<file path="config.mk">
export PLATFORM = sky130hd
export DESIGN_NAME = risc_v_lsu
export DESIGN_NICKNAME = d
export VERILOG_FILES = /design/src/rtl/risc_v_lsu.sv
export SDC_FILE = /design/constraint.sdc
export NUM_CORES = 1
export LEC_CHECK = 0
export CORE_MARGIN = 2
export CORE_UTILIZATION = 45
export CTS_CLUSTER_SIZE = 25
export DETAILED_ROUTE_END_ITERATION = 6
export PLACE_DENSITY = 0.83
export SETUP_SLACK_MARGIN = 0.05
export SLEW_MARGIN = 20
export SYNTH_ARGS = -nofsm -noshare
export SYNTH_HDL_FRONTEND = slang
export SYNTH_SLANG_ARGS = --single-unit
</file>
<file path="constraint.sdc">
create_clock -name i_clk -period 4.1 [get_ports i_clk]
set_clock_uncertainty 0.2 [all_clocks]
set_input_delay 1.025 -clock i_clk [delete_from_list [all_inputs] [get_ports i_clk]]
set_output_delay 1.025 -clock i_clk [all_outputs]
set_load 0.01 [all_outputs]
</file>
<file path="src/rtl/risc_v_lsu.sv">
// RV32 load/store unit: byte-addressed core requests onto a word-addressed memory with a
// combinational read port; sub-word stores are done as read-modify-write.
module risc_v_lsu #(
  parameter int unsigned DATA_WIDTH = 32,
  parameter int unsigned ADDR_WIDTH = 5,
  parameter int unsigned MEM_SIZE   = 32
) (
  input  logic                  i_clk,
  input  logic                  i_rst_n,
  input  logic                  i_req_valid,
  output logic                  o_req_ready,
  input  logic                  i_req_we,
  input  logic [2:0]            i_req_funct3,
  input  logic [31:0]           i_req_addr,
  input  logic [DATA_WIDTH-1:0] i_req_wdata,
  output logic                  o_resp_valid,
  output logic [DATA_WIDTH-1:0] o_resp_rdata,
  output logic                  o_resp_err,
  output logic                  o_mem_write,
  output logic [ADDR_WIDTH-1:0] o_mem_addr,
  output logic [DATA_WIDTH-1:0] o_mem_wdata,
  input  logic [DATA_WIDTH-1:0] i_mem_rdata
);

  localparam logic [31:0] ByteLimit = 32'(4 * MEM_SIZE);

  typedef enum logic [1:0] {StIdle, StAccess, StWrite, StResp} state_e;

  state_e                r_state, w_state_next;
  logic                  r_we, w_we_next;
  logic [2:0]            r_funct3, w_funct3_next;
  logic [1:0]            r_off, w_off_next;
  logic [DATA_WIDTH-1:0] r_wdata, w_wdata_next;
  logic                  r_resp_valid, w_resp_valid_next;
  logic [DATA_WIDTH-1:0] r_resp_rdata, w_resp_rdata_next;
  logic                  r_resp_err, w_resp_err_next;
  logic                  r_mem_write, w_mem_write_next;
  logic [ADDR_WIDTH-1:0] r_mem_addr, w_mem_addr_next;
  logic [DATA_WIDTH-1:0] r_mem_wdata, w_mem_wdata_next;

  logic                  w_f3_ok, w_misaligned, w_req_err;
  logic [7:0]            w_byte;
  logic [15:0]           w_half;
  logic [DATA_WIDTH-1:0] w_load, w_merged;

  // Request decode only feeds next-state logic, never the registered outputs directly.
  always_comb begin
    w_f3_ok = 1'b0;
    case (i_req_funct3)
      3'b000, 3'b001, 3'b010: w_f3_ok = 1'b1;
      3'b100, 3'b101:         w_f3_ok = ~i_req_we;
      default:                w_f3_ok = 1'b0;
    endcase
    w_misaligned = ((i_req_funct3[1:0] == 2'b01) && i_req_addr[0]) ||
                   ((i_req_funct3[1:0] == 2'b10) && (i_req_addr[1:0] != 2'b00));
    w_req_err = ~w_f3_ok || w_misaligned || (i_req_addr >= ByteLimit);
  end

  always_comb begin
    w_byte = i_mem_rdata[{r_off, 3'b000} +: 8];
    w_half = i_mem_rdata[{r_off[1], 4'b0000} +: 16];
    case (r_funct3)
      3'b000:  w_load = {{24{w_byte[7]}}, w_byte};
      3'b100:  w_load = {24'b0, w_byte};
      3'b001:  w_load = {{16{w_half[15]}}, w_half};
      3'b101:  w_load = {16'b0, w_half};
      default: w_load = i_mem_rdata;
    endcase
    w_merged = i_mem_rdata;
    if (r_funct3[1:0] == 2'b00) begin
      w_merged[{r_off, 3'b000} +: 8] = r_wdata[7:0];
    end else begin
      w_merged[{r_off[1], 4'b0000} +: 16] = r_wdata[15:0];
    end
  end

  always_comb begin
    w_state_next      = r_state;
    w_we_next         = r_we;
    w_funct3_next     = r_funct3;
    w_off_next        = r_off;
    w_wdata_next      = r_wdata;
    w_resp_valid_next = 1'b0;
    w_resp_rdata_next = r_resp_rdata;
    w_resp_err_next   = 1'b0;
    w_mem_write_next  = 1'b0;
    w_mem_addr_next   = r_mem_addr;
    w_mem_wdata_next  = r_mem_wdata;
    unique case (r_state)
      StIdle: begin
        if (i_req_valid) begin
          w_we_next     = i_req_we;
          w_funct3_next = i_req_funct3;
          w_off_next    = i_req_addr[1:0];
          w_wdata_next  = i_req_wdata;
          if (w_req_err) begin
            w_state_next      = StResp;
            w_resp_valid_next = 1'b1;
            w_resp_err_next   = 1'b1;
            w_resp_rdata_next = '0;
          end else begin
            w_state_next    = StAccess;
            w_mem_addr_next = i_req_addr[ADDR_WIDTH+1:2];
            // SW writes during ACCESS, so the strobe is armed at the accepting edge.
            if (i_req_we && (i_req_funct3 == 3'b010)) begin
              w_mem_write_next = 1'b1;
              w_mem_wdata_next = i_req_wdata;
            end
          end
        end
      end
      StAccess: begin
        if (!r_we) begin
          w_state_next      = StResp;
          w_resp_valid_next = 1'b1;
          w_resp_rdata_next = w_load;
        end else if (r_funct3 == 3'b010) begin
          w_state_next      = StResp;
          w_resp_valid_next = 1'b1;
          w_resp_rdata_next = '0;
        end else begin
          w_state_next     = StWrite;
          w_mem_write_next = 1'b1;
          w_mem_wdata_next = w_merged;
        end
      end
      StWrite: begin
        w_state_next      = StResp;
        w_resp_valid_next = 1'b1;
        w_resp_rdata_next = '0;
      end
      StResp: begin
        w_state_next = StIdle;
      end
      default: w_state_next = StIdle;
    endcase
  end

  always_ff @(posedge i_clk) begin
    if (!i_rst_n) begin
      r_state      <= StIdle;
      r_we         <= 1'b0;
      r_funct3     <= '0;
      r_off        <= '0;
      r_wdata      <= '0;
      r_resp_valid <= 1'b0;
      r_resp_rdata <= '0;
      r_resp_err   <= 1'b0;
      r_mem_write  <= 1'b0;
      r_mem_addr   <= '0;
      r_mem_wdata  <= '0;
    end else begin
      r_state      <= w_state_next;
      r_we         <= w_we_next;
      r_funct3     <= w_funct3_next;
      r_off        <= w_off_next;
      r_wdata      <= w_wdata_next;
      r_resp_valid <= w_resp_valid_next;
      r_resp_rdata <= w_resp_rdata_next;
      r_resp_err   <= w_resp_err_next;
      r_mem_write  <= w_mem_write_next;
      r_mem_addr   <= w_mem_addr_next;
      r_mem_wdata  <= w_mem_wdata_next;
    end
  end

  // Gated by reset so no request is offered while reset is held.
  assign o_req_ready  = (r_state == StIdle) && i_rst_n;
  assign o_resp_valid = r_resp_valid;
  assign o_resp_rdata = r_resp_rdata;
  assign o_resp_err   = r_resp_err;
  assign o_mem_write  = r_mem_write;
  assign o_mem_addr   = r_mem_addr;
  assign o_mem_wdata  = r_mem_wdata;

endmodule

</file>
==> impl_metrics.py, run 1 <==
metrics = {
    "routing": {
        "dr.pass1.iters": 6,
        "wl_met3_um": 1610,
        "viasPerCell": 6.00,
        "wl_um": 17600,
        "antenna_left": 0,
        "route.met2.wl_um": 8170,
        "vias": 5396,
        "maxUsedRoutingLayer": "met4",
        "drc": 0,
        "post_drt_wl_per_cell_um": 19.5,
        "wl_met1_um": 7340,
        "first_iter_violations": 519,
    },
    "floorplanning": {
        "die_area_sq_um": 12500,
        "die_y_um": 112,
        "rows": 39,
        "core_sq_um": 11400,
        "initial_utilization_pct": 46.1,
        "fp.dieW_um": 112,
        "io_pins": 176,
    },
    "timing": {
        "fmaxAchievable_mhz": 297,
        "tightest_slew_ps": 830,
        "setup_slack_ps": 731,
        "setup_viol": 0,
        "finalMaxSlewViolations": 0,
        "fin_hold_ws_ps": 261,
        "slew_headroom_pct": 44.5,
        "rsz0062_at_grt": "false",
        "final_hold_viol_count": 0,
        "tns_ps": 0,
        "period_share_pct": 82.2,
        "fin_crit_ps": 3370,
    },
    "global_route": {
        "antenna_found_initial": 0,
        "grt_pass1_vias": 5504,
        "grt_max_degree": 78,
        "grt-ovfl-total": 0,
        "grt_pass1_wl_um": 28400,
        "grt_use_total_pct": 28.0,
    },
    "pwr": {
        "vdd_drop_max_uv": 307,
        "power_density_nw_per_um2": 497,
        "leakagePower_nw": 2.82,
    },
    "critical_path": {
        "critical_path_class": "flip-flop to output pin",
        "required_ps": 2870,
        "crit_fanout": 7,
        "end_kind": "output pin",
        "worstPathArrival_ps": 2140,
        "crit_buf_inv": 3,
        "path_cells": "inv_1 > ha_1 > inv_1 > nor2_1 > clkdlybuf4s50_1",
        "cp_common_cell": "inv_1",
        "path_delay_family": "buffers and inverters",
        "critPathSlowestCell": "clkdlybuf4s50_1",
        "cp-start-kind": "flip-flop",
        "max_stage_delay_ps": 580,
    },
    "hold_path": {
        "hold_path.class": "flip-flop to flip-flop",
    },
    "logic_synthesis": {
        "avgSynthCellArea_sq_um": 8.67,
        "yosysTopAreaCellShare_pct": 36.7,
        "synth.cell_area_sq_um": 5240,
        "synth_nets": 717,
        "ys_ff_latch": 96,
        "synthCells": 604,
        "synth_area_leaders": "dfxtp_1 (37%), nand2_1 (9.2%), o2bb2ai_1 (8.0%), mux2i_1 (7.6%), a21oi_1 (4.8%)",
        "ys_warn_count": 0,
        "seq_area_frac_synth_pct": 36.7,
        "netlist-cell-type-count": 47,
        "synth_top_area_cell": "dfxtp_1",
    },
    "clocking": {
        "clock_latency_ps": 340,
        "clk_path_buf_depth": 2,
        "numClockSinks": 96,
        "cts_buffers": 9,
        "cts_hold_buf": 0,
        "clkTransAtPathRegs_ps": 70,
        "cts.repair.resized": 0,
        "clockRootBuffer": "clkbuf_16",
        "htree_levels": 3,
        "cts_tree": "done",
        "cts_post_setup_buffers_inserted": 0,
    },
    "final_layout": {
        "drive_above_1_share_pct": 7.53,
        "layout.nets": 865,
        "fillers": 963,
        "regArea_sq_um": 1920,
        "fin_cells": 900,
        "final_area_sq_um": 7360,
        "multi_input_area_sq_um": 3030,
        "num_antenna_cells": 0,
        "synthToLayoutAreaGrowth_pct": 40.5,
        "layout_commonest_cell": "clkdlybuf4s50_1",
        "most-common-layout-cells": "clkdlybuf4s50_1 (174), nand2_1 (128), dfxtp_1 (96)",
    },
    "placed_design": {
        "dp_hpwl_um": 12900,
        "place_worst_setup_slack_ps": 668,
        "placed_cell_area_sq_um": 7030,
        "placed_cells": 884,
        "portBuffers": 175,
        "gp_congestion": 0.903,
    },
    "job": {
        "maxCapViolCount": 0,
    },
    "outcome": {
        "status": "complete, no violations",
    },
}
[cell usage after synthesis (all sizes together)]
cell type,instances
or3,1
inv,9
o32ai,1
nor2,5
nor4bb,2
or2,1
and2,3
nor2b,4
dfxtp,96
and4,2
buf,16
or4,2
clkbuf,37
and3b,1
nor3,5
mux2,18
a221o,17
a221oi,24
o211ai,16
a31oi,8
nor4,4
nand2b,9
a2bb2oi,7
o2bb2ai,48
a21o,2
mux2i,40
a21oi,51
a211oi,2
a41oi,1
a32o,1
a21boi,1
ha,10
o21ai,22
o31ai,2
and4b,1
nand2,128
clkinv,2
o22ai,2
and3,1
o21a,2
[routing by layer]
metal  track usage (%)  vias to the layer above
li1                  -                     2546
met1              35.9                     2541
met4              9.22                        0
met2              46.0                      269
met5                 0                        -
met3              7.46                       40
[through the flow]
| step | total power, W | util [%] |
|---|---|---|
| 2_1_floorplan | 0.00216 | - |
| 5_1_grt | 0.00386 | 64.7 |
| 3_3_place_gp | 0.00266 | 61.8 |
| 6_report | 0.00365 | 64.7 |
| 4_1_cts | 0.00364 | 64.7 |
| 3_5_place_dp | 0.00271 | 61.8 |
[cells by family (layout without fill, tap and decap cells)]
kind of cell | count (synthesis) | in the layout | synth area share, %
AO/OA/AOI/OAI | 207 | 207 | 29.6
AND/OR/NAND/NOR | 169 | 169 | 14.2
flip-flops | 96 | 96 | 36.7
buffers and inverters | 64 | 217 | 5.54
multiplexers | 58 | 58 | 11.5
adder cells (fa/ha/maj) | 10 | 10 | 2.39
[state kept, by name (all words and copies together) (netlist names)]
register,count
r_wdata,16
r_off,2
o_mem_addr,5
o_resp_err,1
r_state,2
o_resp_valid,1
r_we,1
o_mem_wdata,32
o_mem_write,1
o_resp_rdata,32
r_funct3,3
[worst min-delay path: cells and delay by family (launching register included)]
kind	cells	cell delay, ps
simple gates	1	50
mux	1	50
flops	1	310
[path summary, 6_finish.rpt]
check	start	to	slack (ps)	cells after the start
max	r_state[0]$_SDFFE_PN0N_	o_req_ready	730	5
max reg2reg	r_funct3[1]$_SDFFE_PN0P_	o_mem_wdata[12]$_SDFFE_PN0P_	1300	6
min	o_mem_wdata[27]$_SDFFE_PN0P_	o_mem_wdata[27]$_SDFFE_PN0P_	260	2
min reg2reg	o_mem_wdata[27]$_SDFFE_PN0P_	o_mem_wdata[27]$_SDFFE_PN0P_	260	2
[report_power, final]
part	switching [W]	internal (W)	leakage (nW)
clock	0.000368	0.000554	0.159
combinational	0.000884	0.000674	1.88
sequential	0.000119	0.00105	0.779
[area by class of cell]
| type | count | area share (%) |
|---|---|---|
| clock buffers | 10 | 3.25 |
| clock inverters | 6 | 1.22 |
| inverters | 11 | 0.561 |
| multi-input cells | 444 | 41.2 |
| flip-flops and latches | 96 | 26.1 |
| well taps | 143 | 2.43 |
| repair buffers | 190 | 25.3 |
No activity file was read; power rests on OpenSTA's default activity.
==> run 2: changes to the inputs <==
- CORE_UTILIZATION: 45 -> 42
- PLACE_DENSITY: 0.83 -> 0.82
- clock period: 4.1 -> 2.9 ns (I/O delays scaled with it)
==> run 2 against run 1 <==
Final cell count increased by 3.3%; utilization decreased by 3.6 points; global-route usage decreased by 2.1 points; first-iteration DRC count decreased by 28%; routed wire length decreased by 1.5%; combinational power increased by 42%; critical endpoint is now o_mem_addr[0]$_SDFFE_PN0P_; largest power group unchanged.
==> impl_metrics.py, run 2 (same netlist as run 1, synthesis figures left out) <==
metrics = {
    "outcome": {
        "status": "complete, no violations",
    },
    "critical_path": {
        "r2r_cells": 7,
        "crit_fanout": 5,
        "end_kind": "flip-flop",
        "r2r-end": "o_mem_wdata[13]$_SDFFE_PN0P_",
        "cp-start-kind": "primary input",
        "worstPathArrival_ps": 2750,
        "required_ps": 2970,
        "r2r-start": "r_off[0]$_SDFFE_PN0P_",
        "rrSetupSlack_ps": 430,
        "critical_path_class": "primary input to flip-flop",
    },
    "global_route": {
        "grt_pass1_vias": 5145,
        "met1_usage_pct": 35.2,
        "grt_util_met2_pct": 41.1,
        "met3_usage_pct": 5.54,
        "antenna_found_initial": 0,
        "grt_pass1_wl_um": 27000,
        "grt-ovfl-total": 0,
        "grt_max_degree": 78,
        "grt.busiest_layer": "met2",
        "grt_use_total_pct": 26.0,
    },
    "floorplanning": {
        "core_sq_um": 12100,
        "die_area_sq_um": 13400,
        "die_y_um": 116,
        "rows": 40,
        "initial_utilization_pct": 43.2,
        "io_pins": 176,
        "fp.dieW_um": 116,
    },
    "hold_path": {
        "hold_path.class": "flip-flop to flip-flop",
        "min_to": "o_mem_wdata[1]$_SDFFE_PN0P_",
        "hold_start": "o_mem_wdata[1]$_SDFFE_PN0P_",
        "hold_path_depth": 2,
    },
    "pwr": {
        "vdd_drop_max_uv": 313,
        "comb_power_share_pct": 45.1,
        "power_frac_seq_pct": 33.5,
        "power.switching_w": 0.00189,
        "switching_share_pct": 38.3,
        "power.share.clock_pct": 21.3,
        "leakagePower_nw": 2.83,
        "power_density_nw_per_um2": 664,
        "p_int_w": 0.00303,
    },
    "clocking": {
        "cts_buffers": 9,
        "clockRootBuffer": "clkbuf_16",
        "numClockSinks": 96,
        "clock_latency_ps": 350,
        "clk_path_buf_depth": 2,
        "htree_levels": 3,
        "cts_tree": "done",
        "clkTransAtPathRegs_ps": 60,
        "cts_hold_buf": 0,
    },
    "final_layout": {
        "drive_above_1_share_pct": 8.14,
        "layout_commonest_cell": "clkdlybuf4s50_1",
        "most-common-layout-cells": "clkdlybuf4s50_1 (173), nand2_1 (128), dfxtp_1 (96)",
        "synthToLayoutAreaGrowth_pct": 41.4,
        "final_area_sq_um": 7410,
        "layout.nets": 873,
        "num_antenna_cells": 0,
    },
    "job": {
        "maxCapViolCount": 0,
    },
    "placed_design": {
        "place_worst_setup_slack_ps": -141,
        "dp_hpwl_um": 13000,
        "placed_cell_area_sq_um": 7160,
        "gp_congestion": 0.913,
        "portBuffers": 175,
    },
    "timing": {
        "fin_crit_ps": 2680,
        "rsz0062_at_grt": "false",
        "fmaxAchievable_mhz": 373,
        "tightest_slew_ps": 952,
        "period_share_pct": 92.5,
        "fin_hold_ws_ps": 261,
        "setup_slack_ps": 218,
        "finalMaxSlewViolations": 0,
        "final_hold_viol_count": 0,
        "slew_headroom_pct": 36.2,
        "setup_viol": 0,
    },
    "routing": {
        "post_drt_wl_per_cell_um": 18.6,
        "drc": 0,
        "dr.pass1.iters": 5,
        "wl_um": 17300,
        "vias": 5306,
        "antenna_left": 0,
        "viasPerCell": 5.71,
        "first_iter_violations": 376,
    },
}
## run 2: per-layer routing
layer	routed length, um	share of wire (%)	vias to the layer above
met2	7940	46	240
li1	-	-	2563
met3	1350	7.8	24
met4	269	1.6	0
met1	7760	45	2479
met5	0	0	-
## run 2: repair_timing
action,in CTS,in global routing
buffers inserted,0,0
endpoints found under the setup margin,1,0
gates resized for setup,3,0
## run 2: power groups by stage
stage	Combinational, W	Clock (W)	Sequential [W]
floorplan	0.00139	0	0.00167
global placement	0.00216	0	0.00167
detailed placement	0.00218	0	0.00167
CTS	0.00220	0.00106	0.00165
global route	0.00242	0.00111	0.00167
finish	0.00222	0.00105	0.00165
## run 2: worst max path at each step
stage / start / end / slack [ps] / depth (start not counted)
final: i_req_addr[15] / o_mem_addr[0]$_SDFFE_PN0P_ / 220 / 6
after global routing: i_req_addr[15] / o_mem_addr[0]$_SDFFE_PN0P_ / 120 / 6
after CTS: i_req_addr[15] / o_mem_addr[0]$_SDFFE_PN0P_ / 220 / 6
after detailed placement: i_req_addr[15] / o_mem_addr[0]$_SDFFE_PN0P_ / -140 / 6
after global placement: i_req_addr[15] / o_mem_addr[1]$_SDFFE_PN0P_ / -40 / 6
after floorplan: i_req_addr[15] / o_mem_addr[0]$_SDFFE_PN0P_ / 530 / 7
## run 2: area by class of cell
type | instances | area (sq um)
clock inverters | 2 | 10.0
inverters | 11 | 41.3
clock buffers | 11 | 233
flip-flops and latches | 96 | 1920
well taps | 168 | 210
multi-input cells | 444 | 3030
repair buffers | 198 | 1960
fillers | 1078 | 4710
## run 2: critical path, cell delays in order
cell             delay [ps]
clkdlybuf4s50_1         390
or4_1                   530
nor2_1                  140
and4_1                  360
and2_1                  360
mux2i_1                 250
## run 2: metrics by stage
step                      util (%)  instances  power (W)  TNS (ps)
final                         61.1        930    0.00492         0
after global routing          61.1        930    0.00521         0
after CTS                     61.1        930    0.00491         0
after detailed placement      59.1        917    0.00386      -623
after global placement        59.1        917    0.00383      -190
after floorplan                  -        604    0.00306         0
